<file path="config.mk">
export PLATFORM = sky130hd
export DESIGN_NAME = spi_rx_fifo_flat
export DESIGN_NICKNAME = d
export VERILOG_FILES = /design/src/rtl/spi_pkg.sv /design/src/rtl/spi_rx_fifo_if.sv /design/src/rtl/sync_fifo.sv /design/src/rtl/spi_rx_fifo.sv /design/src/flat_wrapper.sv
export SDC_FILE = /design/constraint.sdc
export NUM_CORES = 1
export LEC_CHECK = 0
export CAP_MARGIN = 10
export CORE_MARGIN = 1.5
export CORE_UTILIZATION = 40
export CTS_CLUSTER_DIAMETER = 40
export DETAILED_ROUTE_END_ITERATION = 12
export GPL_TIMING_DRIVEN = 0
export PLACE_DENSITY = 0.61
export SKIP_CTS_REPAIR_TIMING = 1
export SYNTH_ARGS = -nofsm -noshare
export SYNTH_HDL_FRONTEND = slang
export SYNTH_SLANG_ARGS = --single-unit
</file>
<file path="constraint.sdc">
create_clock -name clk -period 3 [get_ports clk]
set_input_delay 0.45 -clock clk [delete_from_list [all_inputs] [get_ports clk]]
set_output_delay 0.45 -clock clk [all_outputs]
set_load 0.01 [all_outputs]
</file>
<file path="src/rtl/spi_pkg.sv">
// spi_pkg: shared state type, synchronizer depth and sample-edge helper
// for the SPI receive FIFO (optional feature macro: SPI_RX_TIMEOUT_EN).
package spi_pkg;

    typedef enum logic [1:0] {
        ST_IDLE       = 2'd0,
        ST_SHIFT      = 2'd1,
        ST_DRAIN_WAIT = 2'd2
    } spi_rx_state_t;

    localparam int SYNC_STAGES = 2;

    // SCLK edge that samples COPI: rising when CPOL equals CPHA.
    function automatic logic sample_on_rise(input int cpol, input int cpha);
        return ((cpol != 0) == (cpha != 0));
    endfunction

endpackage

</file>
<file path="src/rtl/spi_rx_fifo_if.sv">
// spi_rx_fifo_if: consumer-side read port of the SPI receive FIFO.
// master drives data/valid/occupancy, slave returns the pop request.
interface spi_rx_fifo_if #(
    parameter int DATA_W     = 8,
    parameter int FIFO_DEPTH = 4
);

    logic [DATA_W-1:0]            rd_data;
    logic                         rd_valid;
    logic                         rd_ready;
    logic [$clog2(FIFO_DEPTH):0]  fifo_count;

    modport master (
        output rd_data,
        output rd_valid,
        output fifo_count,
        input  rd_ready
    );

    modport slave (
        input  rd_data,
        input  rd_valid,
        input  fifo_count,
        output rd_ready
    );

endinterface

</file>
<file path="src/rtl/sync_fifo.sv">
// sync_fifo: first-word-fall-through FIFO, power-of-two depth.
// A push into a full FIFO is only accepted when a pop frees a slot.
module sync_fifo #(
    parameter int WIDTH = 8,
    parameter int DEPTH = 4
) (
    input  logic                     clk,
    input  logic                     rst_n,
    input  logic                     push,
    input  logic [WIDTH-1:0]         push_data,
    input  logic                     pop,
    output logic [WIDTH-1:0]         pop_data,
    output logic                     valid,
    output logic [$clog2(DEPTH):0]   count,
    output logic                     drop
);

    localparam int PTR_W = $clog2(DEPTH);
    localparam logic [PTR_W:0] FULL_CNT = (PTR_W+1)'(DEPTH);

    logic [WIDTH-1:0] mem [DEPTH];
    logic [PTR_W-1:0] wr_ptr;
    logic [PTR_W-1:0] rd_ptr;
    logic [PTR_W:0]   cnt;
    logic             full;
    logic             empty;
    logic             do_push;
    logic             do_pop;

    assign full     = (cnt == FULL_CNT);
    assign empty    = (cnt == '0);
    assign do_pop   = pop && !empty;
    assign do_push  = push && (!full || do_pop);
    assign drop     = push && full && !do_pop;
    assign valid    = !empty;
    assign count    = cnt;
    assign pop_data = empty ? '0 : mem[rd_ptr];

    // Storage write; contents are don't-care until counted in.
    always_ff @(posedge clk) begin
        if (do_push) begin
            mem[wr_ptr] <= push_data;
        end
    end

    // Pointers wrap naturally at DEPTH; occupancy tracks push/pop.
    always_ff @(posedge clk or negedge rst_n) begin
        if (!rst_n) begin
            wr_ptr <= '0;
            rd_ptr <= '0;
            cnt    <= '0;
        end else begin
            if (do_push) begin
                wr_ptr <= wr_ptr + 1'b1;
            end
            if (do_pop) begin
                rd_ptr <= rd_ptr + 1'b1;
            end
            if (do_push && !do_pop) begin
                cnt <= cnt + 1'b1;
            end else if (do_pop && !do_push) begin
                cnt <= cnt - 1'b1;
            end
        end
    end

endmodule

</file>
<file path="src/rtl/spi_rx_fifo.sv">
// spi_rx_fifo: SPI target receiver feeding a FWFT FIFO.
// Optional macro SPI_RX_TIMEOUT_EN adds a stalled-frame timeout.
module spi_rx_fifo
    import spi_pkg::*;
#(
    parameter int DATA_W         = 8,
    parameter int FIFO_DEPTH     = 4,
    parameter int CPOL           = 0,
    parameter int CPHA           = 0,
    parameter int TIMEOUT_CYCLES = 10000
) (
    input  logic           clk,
    input  logic           rst_n,
    input  logic           SCLK,
    input  logic           COPI,
    input  logic           spi_cs_n,
    input  logic           rx_enable,
    spi_rx_fifo_if.master  rd,
    output logic           overrun,
    output logic           frame_abort,
    input  logic           err_clr
);

    localparam int BIT_W = $clog2(DATA_W);
    localparam logic IDLE_SCLK = (CPOL != 0);
    localparam logic ON_RISE = sample_on_rise(CPOL, CPHA);
    localparam logic [BIT_W-1:0] LAST_BIT = BIT_W'(DATA_W - 1);

    logic [SYNC_STAGES-1:0] sclk_sync;
    logic [SYNC_STAGES-1:0] copi_sync;
    logic [SYNC_STAGES-1:0] cs_sync;
    logic                   sclk_prev;
    logic                   sclk_s;
    logic                   copi_s;
    logic                   cs_s;
    logic                   sample_edge;

    spi_rx_state_t     state;
    spi_rx_state_t     state_nxt;
    logic [BIT_W-1:0]  bit_cnt;
    logic [BIT_W-1:0]  bit_cnt_nxt;
    logic [DATA_W-1:0] shreg;
    logic [DATA_W-1:0] shreg_nxt;
    logic [DATA_W-1:0] word;
    logic              push;
    logic              abort;
    logic              drop;
    logic              timeout;
    logic              to_lock;

    assign sclk_s = sclk_sync[SYNC_STAGES-1];
    assign copi_s = copi_sync[SYNC_STAGES-1];
    assign cs_s   = cs_sync[SYNC_STAGES-1];
    assign word   = {shreg[DATA_W-2:0], copi_s};

    assign sample_edge = ON_RISE ? (sclk_s && !sclk_prev)
                                 : (!sclk_s && sclk_prev);

    // Pin synchronizers plus a delayed SCLK copy for edge detection.
    always_ff @(posedge clk or negedge rst_n) begin
        if (!rst_n) begin
            sclk_sync <= {SYNC_STAGES{IDLE_SCLK}};
            copi_sync <= '0;
            cs_sync   <= '1;
            sclk_prev <= IDLE_SCLK;
        end else begin
            sclk_sync <= {sclk_sync[SYNC_STAGES-2:0], SCLK};
            copi_sync <= {copi_sync[SYNC_STAGES-2:0], COPI};
            cs_sync   <= {cs_sync[SYNC_STAGES-2:0], spi_cs_n};
            sclk_prev <= sclk_s;
        end
    end

`ifdef SPI_RX_TIMEOUT_EN
    localparam int TO_W = $clog2(TIMEOUT_CYCLES + 1);
    localparam logic [TO_W-1:0] TO_LAST = TO_W'(TIMEOUT_CYCLES - 1);

    logic [TO_W-1:0] to_cnt;
    logic            counting;

    assign counting = (state != ST_IDLE) && (bit_cnt != '0)
                      && !sample_edge && !cs_s;
    assign timeout  = counting && (to_cnt == TO_LAST);

    // Consecutive cycles of a started frame with no sample edge.
    always_ff @(posedge clk or negedge rst_n) begin
        if (!rst_n) begin
            to_cnt <= '0;
        end else if (!counting || timeout) begin
            to_cnt <= '0;
        end else begin
            to_cnt <= to_cnt + 1'b1;
        end
    end

    // After a timeout, stay out of SHIFT until CS is released.
    always_ff @(posedge clk or negedge rst_n) begin
        if (!rst_n) begin
            to_lock <= 1'b0;
        end else if (timeout) begin
            to_lock <= 1'b1;
        end else if (cs_s) begin
            to_lock <= 1'b0;
        end
    end
`else
    localparam int unused_timeout = TIMEOUT_CYCLES;

    assign timeout = 1'b0;
    assign to_lock = 1'b0;
`endif

    // Receiver state, bit counter and shift register.
    always_ff @(posedge clk or negedge rst_n) begin
        if (!rst_n) begin
            state       <= ST_IDLE;
            bit_cnt     <= '0;
            shreg       <= '0;
            frame_abort <= 1'b0;
        end else begin
            state       <= state_nxt;
            bit_cnt     <= bit_cnt_nxt;
            shreg       <= shreg_nxt;
            frame_abort <= abort;
        end
    end

    // Frame sequencing: shift on sample edges, push full words,
    // abort partial words on CS release or timeout.
    always_comb begin
        state_nxt   = state;
        bit_cnt_nxt = bit_cnt;
        shreg_nxt   = shreg;
        push        = 1'b0;
        abort       = 1'b0;
        unique case (state)
            ST_IDLE: begin
                if (!cs_s && rx_enable && !to_lock) begin
                    state_nxt   = ST_SHIFT;
                    bit_cnt_nxt = '0;
                    shreg_nxt   = '0;
                end
            end
            ST_SHIFT, ST_DRAIN_WAIT: begin
                if (cs_s) begin
                    abort       = (bit_cnt != '0);
                    state_nxt   = ST_IDLE;
                    bit_cnt_nxt = '0;
                end else if (timeout) begin
                    abort       = 1'b1;
                    state_nxt   = ST_IDLE;
                    bit_cnt_nxt = '0;
                end else begin
                    if (sample_edge) begin
                        shreg_nxt = word;
                        if (bit_cnt == LAST_BIT) begin
                            push        = 1'b1;
                            bit_cnt_nxt = '0;
                        end else begin
                            bit_cnt_nxt = bit_cnt + 1'b1;
                        end
                    end
                    if (!rx_enable || state == ST_DRAIN_WAIT) begin
                        state_nxt = (bit_cnt_nxt == '0) ? ST_IDLE
                                                        : ST_DRAIN_WAIT;
                    end
                end
            end
            default: begin
                state_nxt   = ST_IDLE;
                bit_cnt_nxt = '0;
            end
        endcase
    end

    // Sticky overrun; a new drop wins over a clear.
    always_ff @(posedge clk or negedge rst_n) begin
        if (!rst_n) begin
            overrun <= 1'b0;
        end else if (drop) begin
            overrun <= 1'b1;
        end else if (err_clr) begin
            overrun <= 1'b0;
        end
    end

    sync_fifo #(
        .WIDTH (DATA_W),
        .DEPTH (FIFO_DEPTH)
    ) u_fifo (
        .clk       (clk),
        .rst_n     (rst_n),
        .push      (push),
        .push_data (word),
        .pop       (rd.rd_ready),
        .pop_data  (rd.rd_data),
        .valid     (rd.rd_valid),
        .count     (rd.fifo_count),
        .drop      (drop)
    );

endmodule

</file>
<file path="src/flat_wrapper.sv">
// flat-port wrapper written by rule: the top's interface ports become plain ports
module spi_rx_fifo_flat import spi_pkg::*;
#(
    parameter int DATA_W         = 8,
    parameter int FIFO_DEPTH     = 4,
    parameter int CPOL           = 0,
    parameter int CPHA           = 0,
    parameter int TIMEOUT_CYCLES = 10000
)
  (clk, rst_n, SCLK, COPI, spi_cs_n, rx_enable, overrun, frame_abort, err_clr, rd_rd_data, rd_rd_valid, rd_fifo_count, rd_rd_ready);
  spi_rx_fifo_if #(.DATA_W(DATA_W), .FIFO_DEPTH(FIFO_DEPTH)) rd_i ();
  input  logic clk;
  input  logic rst_n;
  input  logic SCLK;
  input  logic COPI;
  input  logic spi_cs_n;
  input  logic rx_enable;
  output logic overrun;
  output logic frame_abort;
  input  logic err_clr;
  output wire logic [$bits(rd_i.rd_data)-1:0] rd_rd_data;
  output wire logic [$bits(rd_i.rd_valid)-1:0] rd_rd_valid;
  output wire logic [$bits(rd_i.fifo_count)-1:0] rd_fifo_count;
  input wire logic [$bits(rd_i.rd_ready)-1:0] rd_rd_ready;
  assign rd_rd_data = rd_i.rd_data;
  assign rd_rd_valid = rd_i.rd_valid;
  assign rd_fifo_count = rd_i.fifo_count;
  assign rd_i.rd_ready = rd_rd_ready;
  spi_rx_fifo #(.DATA_W(DATA_W), .FIFO_DEPTH(FIFO_DEPTH), .CPOL(CPOL), .CPHA(CPHA), .TIMEOUT_CYCLES(TIMEOUT_CYCLES)) u_core (.clk(clk), .rst_n(rst_n), .SCLK(SCLK), .COPI(COPI), .spi_cs_n(spi_cs_n), .rx_enable(rx_enable), .rd(rd_i), .overrun(overrun), .frame_abort(frame_abort), .err_clr(err_clr));
endmodule
</file>
# After elaboration in Yosys (flattened, before gate mapping)

Memory sizes are Yosys's and may differ from the RTL's.
Index checks and enable logic that the tools add are counted.

Flip-flop bits (word level): 28
Memory bits (writable): 32
Input bits: 8
Word-level logic and storage cells: 82
Memories kept: 1

Memories:

| name              | words | bits a word | rd ports | clocked after Yosys merged registers in | write ports | line            | RTL |
|---|---|---|---|---|---|---|---|
| u_core.u_fifo.mem | 4     | 8           | 1        | 0                                       | 1           | sync_fifo.sv:21 | `logic [WIDTH-1:0] mem [DEPTH];` |

$add $sub $neg: 5
Eq/ne operators: 8
Muxes and demuxes: 29
Reductions and logical operators: 27

Operator list:

| cell                                                  | number |
|---|---|
| 2-to-1 mux 3 bit                                      | 8 |
| 2-to-1 mux 7 bit                                      | 3 |
| case mux 7 bit (2 select lines)                       | 1 |
| 2-to-1 mux 1 bit                                      | 10 |
| logical AND 1 bit                                     | 8 |
| 2-to-1 mux 2 bit                                      | 4 |
| 2-to-1 mux 8 bit                                      | 1 |
| logical NOT 1 bit                                     | 7 |
| adder 3 x 1 -> 3 bit, second input constant           | 2 |
| == test 3 bit, second input constant                  | 2 |
| logical NOT 3 bit                                     | 2 |
| case mux 3 bit (2 select lines)                       | 1 |
| nonzero test 2 bit                                    | 3 |
| adder 2 x 1 -> 2 bit, second input constant           | 2 |
| inequality test 2 x 1 -> 1 bit, second input constant | 2 |
| case mux 2 bit (2 select lines)                       | 1 |
| AND reduction 4 bit                                   | 1 |
| inequality test 3 x 1 -> 1 bit, second input constant | 1 |
| nonzero test 3 bit                                    | 1 |
| subtractor 3 x 1 -> 3 bit, second input constant      | 1 |
| == test 2 x 1 -> 1 bit, second input constant         | 1 |
| == test 2 bit, second input constant                  | 1 |
| logical NOT 2 bit                                     | 1 |
| logical OR 1 bit                                      | 2 |
| 3 further kinds                                       | 3 |

# Logic depth before layout (Yosys ltp)

Depth after elaboration: 10
Gate-level depth with buffers: 11
Mapped depth without buffers: 10

# Hierarchy

Synthesis repeated with hierarchy kept, for this count alone.

Cell total of the unflattened synthesis: 168
Area, all modules: 2605.0 µm²

Modules (own cells, without submodules):

| module      | instances | cells each | area each (µm²) |
|---|---|---|---|
| sync_fifo   | 1         | 87         | 1649.1 |
| spi_rx_fifo | 1         | 81         | 955.9 |

# Worst setup path before layout

OpenSTA, ideal clock, no wires.

Path type: register to register
Start: register u_core.u_fifo.cnt[1] (netlist: u_core.u_fifo.count[1])
End: register u_core.u_fifo.cnt[1] (netlist: u_core.u_fifo.count[1])
Arrival time: 2.192 ns
Data required time: 2.875 ns
Slack: 0.683 ns
Cell stages (with the launch flop): 8
Path buffers: 1
Clock period less this slack: 2.317 ns
Cell sequence: dfrtp_1 -> or4b_4 -> and4_4 -> buf_6 -> ha_1 -> inv_1 -> fa_1 -> mux2_2

Longest elaborated chain between the ends: 8
Elaborated cells on any way between the ends: 16
Those cells by class: 2 x add/sub; 1 x eq/ne; 2 x mux; 11 x reduce/logical

Ends and longest elaborated chain:

| item                                | line            | RTL |
|---|---|---|
| from (decl)                         | sync_fifo.sv:24 | `logic [PTR_W:0] cnt;` |
| from (signal assigned)              | sync_fifo.sv:60 | `cnt <= cnt + 1'b1;` |
| from (signal assigned)              | sync_fifo.sv:62 | `cnt <= cnt - 1'b1;` |
| logical NOT 3 bit                   | sync_fifo.sv:31 | `assign empty = (cnt == '0);` |
| logical NOT 1 bit                   | sync_fifo.sv:32 | `assign do_pop = pop && !empty;` |
| logical AND 1 bit                   | sync_fifo.sv:32 |  |
| logical OR 1 bit (*)                | sync_fifo.sv:33 | `assign do_push = push && (!full \|\| do_pop);` |
| logical AND 1 bit (*)               | sync_fifo.sv:33 |  |
| named net u_core.u_fifo.do_push     | sync_fifo.sv:27 | `logic do_push;` |
| logical NOT 1 bit                   | sync_fifo.sv:61 | `end else if (do_pop && !do_push) begin` |
| logical AND 1 bit                   | sync_fifo.sv:61 |  |
| nonzero test 2 bit (no source line) | --              |  |

The timed path passes the listed nets; every way through them passes the cells marked *. The select of a mux whose other input is x is not followed.
A chain may end at the register's enable or synchronous reset.

# Worst setup path after layout

Start: register u_core.u_fifo.cnt[1] (netlist: u_core.u_fifo.count[1])
End: output port rd_rd_data[1]

Longest elaborated chain between the ends: 2

Ends and longest elaborated chain:

| item              | line               | RTL |
|---|---|---|
| logical NOT 3 bit | sync_fifo.sv:31    |  |
| 2-to-1 mux 8 bit  | sync_fifo.sv:37    | `assign pop_data = empty ? '0 : mem[rd_ptr];` |
| to (decl)         | flat_wrapper.sv:21 | `output wire logic [$bits(rd_i.rd_data)-1:0] rd_rd_data;` |

No other way between the ends.

==> run_results.csv <==
group,metric,value,unit
outcome,status,"finished clean",
global_routing,grt-busiest-layer,"met2",
setup_path,critical_path_arrival,2180,ps
flow_run,max_cap_violations,0,
global_routing,grt_util_met2,24.5,%
setup_path,crit_slowest_cell,"or3_2",
setup_path,cp.required,2550,ps
clocking,clk_path_buf_depth,2,
synth,synth_compound_area_share,3.78,%
setup_path,path_buf_inv,2,
synth,synth_xor_area_share,2.04,%
drt,drtAntennaViolNets,0,
synth,yosysWarnings,0,
global_routing,antenna_found_initial,0,
drt,drc,0,
setup_path,crit_family,"buffers and inverters",
synth,synth_nets,187,
global_routing,use_met3,5.27,%
synth,synthSimpleGateAreaFrac,8.87,%
placement,dp.cells,266,
die,num_io_pins,22,
die,die_w,83.3,um
min_path,hp-class,"in -> async",
pwr,power.density,654,mW/mm^2
drt,drtIter0Drc,81,
synth,post_synth_instance_area,0.00258,sq mm
global_routing,grt_max_degree,29,
pwr,power_leakage,1.18,nW
drt,viasPerCell,5.07,
synth,muxShareOfSynthArea,11.5,%
sta,whs,140,ps
sta,hold_violations,0,
layout,areaGrowthSynthToFinish,18.7,%
global_routing,track_usage,14.3,%
pwr,vdd_drop_max,0.360,mV
sta,worst_pin_slew,750,ps
sta,period_needed,2630,ps
synth,synthAdderAreaFrac,5.62,%
global_routing,grt_pass1_wl,7.53,mm
sta,setup_viol,0,
die,fp-row-count,29,
clocking,cts_made_buffers,9,
setup_path,crit_chain,"or3_2, clkbuf_1, and2_1, clkdlybuf4s50_1",
layout,diodes,0,
pwr,power,2.00,mW
sta,fin_setup_tns,0,ps
synth,async_flop_share,46.7,%
sta,fmax,380,MHz
synth,yosysTopAreaCell,"edfxtp_1",
sta,post-route-period-util,87.7,%
placement,hpwl,2.92,mm
synth,netlist_instances,168,
drt,wl_per_cell,15.4,um
drt,drt_wl_total,4.34,mm
synth,synth_top_area_share,37.2,%
clocking,clkSinkCount,60,
synth,ys_seq_area_share,64.5,%
sta,fin_skew,4.45,ps
die,coreArea,0.00628,sq mm
synth,synth_top_family_by_area,"multiplexers",
setup_path,crit_fanout,10,
clocking,h-tree-depth,3,
die,die_h,83.3,um
setup_path,max_stage_delay,480,ps
sta,slew_violations,0,
setup_path,cp-start-kind,"flip-flop",
synth,syn_avg_cell_area,15.4,sq um
die,die-area,0.00694,sq mm
clocking,clk_latency,330,ps
drt,first_pass_iters,4,
synth,ys_ff_latch,60,
global_routing,grt-ovfl-total,0,
clocking,cts_tree,"built",
sta,rsz0062_at_grt,"false",
layout,fin_cells,282,
layout,final_nets,219,
drt,vias,1431,
die,start_util,41.1,%
layout,n_fill_cell,525,
setup_path,path_class,"reg -> out",
synth,synth_flop_cell,"edfxtp_1",
placement,portBuffers,21,
global_routing,grt_pass1_vias,1538,
placement,gp_congestion,0.877,
synth,synth.distinct_cells,33,
synth,synth_edf_count,32,
setup_path,worst_setup_path_end_kind,"primary output",
clocking,path_clk_slew,60,ps
global_routing,gr-usage-met1,16.3,%
clocking,cts_root_buf,"clkbuf_8",
synth,synth_area_leaders,"edfxtp_1 37%, dfrtp_1 25%, mux4_2 7.0%",
sta,slew_headroom,50.0,%
layout,final_util,48.8,%
layout,drive_gt1_share,19.0,%
## stage by stage
step | setup slack [ps] | instance area (sq um)
finish | 369 | 3060
CTS | 328 | 3070
global placement | 218 | 2890
detailed placement | 155 | 2890
floorplan | 683 | 2580
global route | 260 | 3060
## worst paths after layout
check                                                   start                            endpoint  slack, ps  cells after the start
max in group asynchronous                               rst_n         u_core.shreg[2]$_DFFE_PN0P_       2440                      1
hold reg to reg                 u_core.sclk_sync[0]$_DFF_PN0_       u_core.sclk_sync[1]$_DFF_PN0_        350                      0
setup reg to reg                  u_core.state[0]$_DFFE_PN0P_  u_core.u_fifo.count[2]$_DFFE_PN0P_        470                     11
hold / removal                                          rst_n          u_core.sclk_prev$_DFF_PN0_        140                      1
setup / recovery           u_core.u_fifo.count[1]$_DFFE_PN0P_                       rd_rd_data[1]        370                      4
min in group clk                u_core.sclk_sync[0]$_DFF_PN0_       u_core.sclk_sync[1]$_DFF_PN0_        350                      0
## layout make-up
type | count | area (sq um) | share of cell area (%)
clock inverter | 4 | 25.0 | 0.817
clock buffer | 12 | 155 | 5.07
tap | 77 | 96.3 | 3.15
multi-input combinational | 85 | 821 | 26.8
buffer | 5 | 28.8 | 0.940
sequential | 60 | 1660 | 54.3
timing repair buffer | 21 | 205 | 6.70
inverter | 18 | 67.6 | 2.21
## state kept, by name, indices dropped and copies added (netlist names), 2 cells and up
register and cells:
u_core.copi_sync 2, u_core.shreg 7, u_core.cs_sync 2, u_core.state 2, u_core.u_fifo.mem 32, u_core.u_fifo.wr_ptr 2, u_core.u_fifo.rd_ptr 2, u_core.bit_cnt 3
u_core.sclk_sync 2, u_core.u_fifo.count 3
## report_power, final
| group | switching [mW] | internal [mW] |
|---|---|---|
| sequential | 0.0456 | 0.929 |
| combinational | 0.212 | 0.177 |
| clock | 0.297 | 0.342 |
| total | 0.555 | 1.45 |
## kinds of logic after synthesis
family / Yosys count
DFF: 60
and+or+nand+nor: 39
buffers and inverters: 23
muxes: 19
adders and majority gates: 11
AOI/OAI and AO/OA: 10
xor gates and xnor gates: 6
## per-layer routing
metal  share of wire, %  up-vias  wire length, um
li1                   -      662                -
met5                  0        -                0
met2                 52       39             2260
met3                4.7        6              206
met1                 42      724             1820
met4                1.3        0               57
## layout by cell type (no fill, tap or decap), types with 2 or more instances in the layout
cell type         n
clkbuf_1          3
nand2_1           9
and2_2            4
clkdlybuf4s50_1  20
clkinvlp_4        2
o22ai_1           2
edfxtp_1         32
nand2b_1          2
nor2b_1           5
dfstp_2           2
xor2_1            2
nor2_1            3
nand3_1           2
xnor2_1           4
inv_1            18
mux2i_1           9
a22o_1            4
mux4_2            8
buf_2             3
clkbuf_8         11
dfrtp_1          26
nor4_1            2
and2_1            8
ha_1             10
clkinv_2          2
## cell usage after synthesis, types with 3 or more instances
| master | number |
|---|---|
| edfxtp_1 | 32 |
| dfrtp_1 | 26 |
| inv_1 | 18 |
| ha_1 | 10 |
| mux2i_1 | 9 |
| nand2_1 | 9 |
| and2_1 | 8 |
| mux4_2 | 8 |
| nor2b_1 | 5 |
| a22o_1 | 4 |
| and2_2 | 4 |
| xnor2_1 | 4 |
| nor2_1 | 3 |
No activity file was read; power rests on OpenSTA's default activity.
